`config.mk`:
```
export PLATFORM = sky130hd
export DESIGN_NAME = cavlc_run_before_gen
export DESIGN_NICKNAME = d
export VERILOG_FILES = /design/src/rtl/cavlc_run_before_gen.sv
export SDC_FILE = /design/constraint.sdc
export NUM_CORES = 1
export LEC_CHECK = 0
export ABC_AREA = 1
export CAP_MARGIN = 30
export CORE_MARGIN = 8
export CORE_UTILIZATION = 57
export CTS_BUF_LIST = sky130_fd_sc_hd__clkbuf_4 sky130_fd_sc_hd__clkbuf_8
export DETAILED_ROUTE_END_ITERATION = 16
export PLACE_DENSITY = 0.83
export SYNTH_ARGS = -nofsm -noshare
export SYNTH_HDL_FRONTEND = slang
export SYNTH_SLANG_ARGS = --single-unit
```
`constraint.sdc`:
```
create_clock -name clk -period 7.15 [get_ports clk]
set_input_delay 1.43 -clock clk [delete_from_list [all_inputs] [get_ports clk]]
set_output_delay 1.43 -clock clk [all_outputs]
set_load 0.005 [all_outputs]
```
`src/rtl/cavlc_run_before_gen.sv`:
```
// CAVLC run_before encoder: walks a 4x4 significance map top-down, issues up to two
// run_before table lookups per step and packs the pair into one right-aligned codeword.
module cavlc_run_before_gen #(
    parameter int unsigned MAX_LEN = 22
) (
    input  logic               clk,
    input  logic               rst,
    input  logic               start,
    input  logic [15:0]        coeff_nz,
    input  logic [3:0]         total_zeros,
    output logic               busy,
    output logic [5:0]         rt_addr0,
    output logic [5:0]         rt_addr1,
    input  logic [6:0]         rt_code0,
    input  logic [6:0]         rt_code1,
    output logic               rb_valid,
    input  logic               rb_ready,
    output logic [MAX_LEN-1:0] rb_bits,
    output logic [4:0]         rb_len,
    output logic               done
);

    typedef enum logic [1:0] {StIdle, StLoad, StRun, StFlush} state_t;

    typedef struct packed {
        logic [3:0]  len;
        logic [10:0] val;
    } code_t;

    // Returns {found, index} of the highest set bit.
    function automatic logic [4:0] msb16(input logic [15:0] v);
        logic [4:0] r;
        r = '0;
        for (int i = 0; i < 16; i++) begin
            if (v[i]) r = {1'b1, 4'(i)};
        end
        return r;
    endfunction

    function automatic logic [5:0] addr_of(input logic [3:0] zl, input logic [3:0] run);
        logic [2:0] zi;
        logic [2:0] rf;
        zi = (zl >= 4'd7) ? 3'd6 : 3'(zl - 4'd1);
        rf = (run >= 4'd7) ? 3'd7 : run[2:0];
        return {zi, rf};
    endfunction

    // The table ends at run 7; longer runs are a leading-zero string ending in 1.
    function automatic code_t pick(input logic [3:0] zl, input logic [3:0] run,
                                   input logic [6:0] tc);
        code_t c;
        if (zl > 4'd6 && run >= 4'd7) begin
            c.len = run - 4'd3;
            c.val = 11'd1;
        end else begin
            c.len = tc[3:0];
            c.val = {8'd0, tc[6:4]};
        end
        return c;
    endfunction

    state_t state_q, state_d;
    logic [15:0] nz_q, nz_d;
    logic [3:0]  zl_q, zl_d, pos_q, pos_d;

    logic [4:0]  top, hit1, hit2;
    logic [15:0] below_top, below_next;
    logic [3:0]  run1, run2, zl2, zl_next, pos_next;
    logic        two, last, out_free, load_beat, finish;
    code_t       c1, c2;
    logic [MAX_LEN-1:0] merged_bits;
    logic [4:0]  merged_len;

    always_comb begin
        top        = msb16(nz_q);
        below_top  = nz_q & ((16'd1 << top[3:0]) - 16'd1);
        hit1       = msb16(nz_q & ((16'd1 << pos_q) - 16'd1));
        hit2       = msb16(nz_q & ((16'd1 << hit1[3:0]) - 16'd1));
        run1       = pos_q - hit1[3:0] - 4'd1;
        zl2        = zl_q - run1;
        run2       = hit1[3:0] - hit2[3:0] - 4'd1;
        two        = hit2[4] && (zl2 != 4'd0);
        zl_next    = two ? zl2 - run2 : zl2;
        pos_next   = two ? hit2[3:0] : hit1[3:0];
        below_next = nz_q & ((16'd1 << pos_next) - 16'd1);
        last       = (below_next == 16'd0) || (zl_next == 4'd0);

        rt_addr0 = '0;
        rt_addr1 = '0;
        if (state_q == StRun && hit1[4]) begin
            rt_addr0 = addr_of(zl_q, run1);
            if (two) rt_addr1 = addr_of(zl2, run2);
        end

        c1 = pick(zl_q, run1, rt_code0);
        c2 = pick(zl2, run2, rt_code1);
        if (two) begin
            merged_bits = (MAX_LEN'(c1.val) << c2.len) | MAX_LEN'(c2.val);
            merged_len  = {1'b0, c1.len} + {1'b0, c2.len};
        end else begin
            merged_bits = MAX_LEN'(c1.val);
            merged_len  = {1'b0, c1.len};
        end
    end

    always_comb begin
        state_d   = state_q;
        nz_d      = nz_q;
        zl_d      = zl_q;
        pos_d     = pos_q;
        load_beat = 1'b0;
        finish    = 1'b0;
        out_free  = !rb_valid || rb_ready;
        unique case (state_q)
            StIdle: begin
                if (start) begin
                    nz_d    = coeff_nz;
                    zl_d    = total_zeros;
                    state_d = StLoad;
                end
            end
            StLoad: begin
                pos_d   = top[3:0];
                state_d = (!top[4] || below_top == 16'd0 || zl_q == 4'd0) ? StFlush : StRun;
            end
            StRun: begin
                if (out_free) begin
                    load_beat = 1'b1;
                    pos_d     = pos_next;
                    zl_d      = zl_next;
                    if (last) state_d = StFlush;
                end
            end
            StFlush: begin
                if (out_free) begin
                    finish  = 1'b1;
                    state_d = StIdle;
                end
            end
            default: state_d = StIdle;
        endcase
    end

    always_ff @(posedge clk or posedge rst) begin
        if (rst) begin
            state_q  <= StIdle;
            nz_q     <= '0;
            zl_q     <= '0;
            pos_q    <= '0;
            busy     <= 1'b0;
            done     <= 1'b0;
            rb_valid <= 1'b0;
            rb_bits  <= '0;
            rb_len   <= '0;
        end else begin
            state_q <= state_d;
            nz_q    <= nz_d;
            zl_q    <= zl_d;
            pos_q   <= pos_d;
            done    <= finish;
            if (state_q == StIdle && start) busy <= 1'b1;
            else if (finish)                busy <= 1'b0;
            if (load_beat) begin
                rb_valid <= 1'b1;
                rb_bits  <= merged_bits;
                rb_len   <= merged_len;
            end else if (finish) begin
                rb_valid <= 1'b0;
            end
        end
    end

endmodule

```
==> impl_metrics.tcl <==
set metrics [dict create \
    netlist_top_cells_count "211 x nand2_1, 100 x inv_1, 78 x nor2_1" \
    ys_ff_latch 52 \
    grt_pass1_wl_um 27530 \
    cp_data_required_time_ps 5720 \
    period_share 0.9469 \
    worstMarginPinSlew_ps 956.9 \
    cts.path.max_buffers 2 \
    initial_utilization 0.5900 \
    yosysTopAreaCellShare 0.2387 \
    top_layer "met4" \
    grt_overflow 0 \
    max_cap_violations 0 \
    status "complete, no violations" \
    dieArea_um2 12950 \
    netlist.top_cell.by_area "dfrtp_1" \
    core_area_um2 9240 \
    period_minus_slack_ps 6771 \
    postRouteAntennaNets 0 \
    cp_common_cell "nand2_1" \
    drt_drc_violations_left 0 \
    antenna_cells 0 \
    first_iter_violations 499 \
    async_flop_share 1.000 \
    fmax_mhz 147.7 \
    cts_num_sinks 52 \
    ys_warn_count 0 \
    hpwl_um 13430 \
    clk-insertion-delay-late_ps 310 \
    vias 5910 \
    path_clk_slew_ps 110 \
    dr.pass1.iters 6 \
    netlist_instances 820 \
    first_global_vias 5764 \
    route.final.wire_length_um 16960 \
    startpoint_type "flop" \
    io_pins 80 \
    wl_per_cell_um 16.31 \
    synth_area_leaders "dfrtp_1 24%, nand2_1 15%, ha_1 7.8%" \
    htree_levels 2 \
    hold_buffers 0 \
    hold_class "flop to flop" \
    drv_slew 0 \
    r2r_start "pos_q[0]" \
    viasPerCell 5.683 \
    max-slew-margin-rel 0.3605 \
    setup_viol 0 \
    ys_seq_area_frac 0.2387 \
    die_h_um 113.8 \
    worstPathArrival_ps 5340 \
    wl_met2_um 8014 \
    final_cells 1040 \
    nNetsFinal 987 \
    worstPathMaxFanout 11 \
    cp_slowest_stage_delay_ps 450 \
    r2r_end "state_q[0]" \
    ff2ff_path_depth 47 \
    dpl.cell_count 1024 \
    cpMaxStageDelayCell "clkdlybuf4s50_1" \
    grt_max_degree 35 \
    wl_met3_um 1368 \
    netlist_area_um2 5451 \
    die_w_um 113.8 \
    met1_length_um 7026 \
    cts_root_buffer "clkbuf_8" \
    r2r_slack_ps 540 \
    num_rows 35 \
    hold_viol 0 \
    holdPathStages 2 \
    grtUsageTotal 0.2597 \
    synthMostInstantiatedCell "nand2_1" \
    drive_gt1_frac 0.1339 \
    synth_cell_types 53 \
    antenna_found_initial 0 \
    final_util 0.7167 \
    cts_buffers 5 \
    finClkSkew_ps 9.688 \
    cts_tree "built" \
    holdPathEnd "rb_bits[0]" \
    avgSynthCellArea_um2 6.648 \
    synth-edff-count 0 \
    cp-end-kind "output pin" \
    port_buffers 75 \
    path_class "flop to output pin" \
    area_growth_pct 21.48 \
    gp_congestion 0.9662 \
    synth_top_flop_cell "dfrtp_1" \
    holdCritStartpoint "rb_bits[0]" \
]
==> layout make-up <==
cell class,count,area [µm²]
multi-input cells,633,3669
fillers,766,2618
flip-flops and latches,52,1304
repair buffers,97,935.9
inverters,121,455.4
well taps,129,161.4
clock buffers,5,68.82
clock inverters,3,28.78
==> flip-flops by register name, indices dropped and copies added, names as in the netlist <==
name,count
pos_q,4
rb_valid,1
zl_q,4
rb_bits,18
rb_len,5
done,1
nz_q,16
state_q,2
busy,1
==> placed cells by master, fill, tap and decap left out, drive strengths merged, types with 8 or more instances in the layout <==
cell | Yosys | routed
a21oi | 50 | 50
buf | 8 | 22
clkdlybuf4s50 | 0 | 72
dfrtp | 52 | 52
ha | 34 | 34
inv | 120 | 123
nand2 | 231 | 231
nand3 | 53 | 53
nand4 | 17 | 17
nor2 | 95 | 95
o211ai | 10 | 10
o21ai | 71 | 71
xnor2 | 8 | 8
xor2 | 9 | 9
==> how the worst max path moves through the flow <==
| stage | cells past startpoint | slack, ps | to | from |
|---|---|---|---|---|
| 6_report | 32 | 380 | rt_addr1[3] | pos_q[0] |
| 5_1_grt | 43 | -70 | rt_addr1[0] | pos_q[0] |
| 3_5_place_dp | 43 | 190 | rt_addr1[0] | pos_q[1] |
| 4_1_cts | 42 | 50 | rt_addr1[0] | pos_q[2] |
| 2_1_floorplan | 32 | 1090 | rt_addr1[0] | pos_q[1] |
| 3_3_place_gp | 42 | 350 | rt_addr1[0] | pos_q[2] |
==> critical path: cells and delay by family (launching register included) <==
kind	cells	cell delay (ps)
compound gates	1	150
xor+xnor	2	450
fa+ha+maj	4	1130
buf+inv	5	810
flops	1	400
simple gates	20	2090
==> routing by layer <==
| layer | vias to the layer above | track usage |
|---|---|---|
| met3 | 46 | 0.04702 |
| met4 | 0 | 0.08962 |
| met1 | 2749 | 0.3329 |
| met5 | - | 0 |
| met2 | 256 | 0.4288 |
| li1 | 2859 | - |
==> stage by stage <==
step / hold slack, ps / worst slack (ps) / cell area, µm² / TNS [ps]
after floorplan: 472.4 / 1092 / 5463 / 0
after global placement: 468.8 / 352.6 / 6376 / 0
after detailed placement: 464.6 / 192.3 / 6396 / 0
after CTS: 493.2 / 49.84 / 6509 / 0
after global routing: 519.9 / -70.75 / 6623 / -70.75
final: 495.1 / 379.4 / 6623 / 0
==> repair_timing <==
item                       4_1_cts  5_1_grt
resized for setup                3       13
setup buffers                    1        7
gates cloned                     0        0
setup endpoints to repair        3       10
pin swaps                        1        5
==> cells by family after synthesis <==
| kind of cell | Yosys count | share of synthesized area |
|---|---|---|
| DFF | 52 | 0.2387 |
| adders and majority gates | 39 | 0.09640 |
| muxes | 3 | 0.006196 |
| other | 1 | 0.0006879 |
| AOI/OAI and AO/OA | 163 | 0.1799 |
| and+or+nand+nor | 407 | 0.3468 |
| xor gates and xnor gates | 17 | 0.03007 |
| buffers and inverters | 138 | 0.1012 |
Power is not shown: default switching activity piles up to over one toggle a cycle in this logic, so the estimate is an artifact.
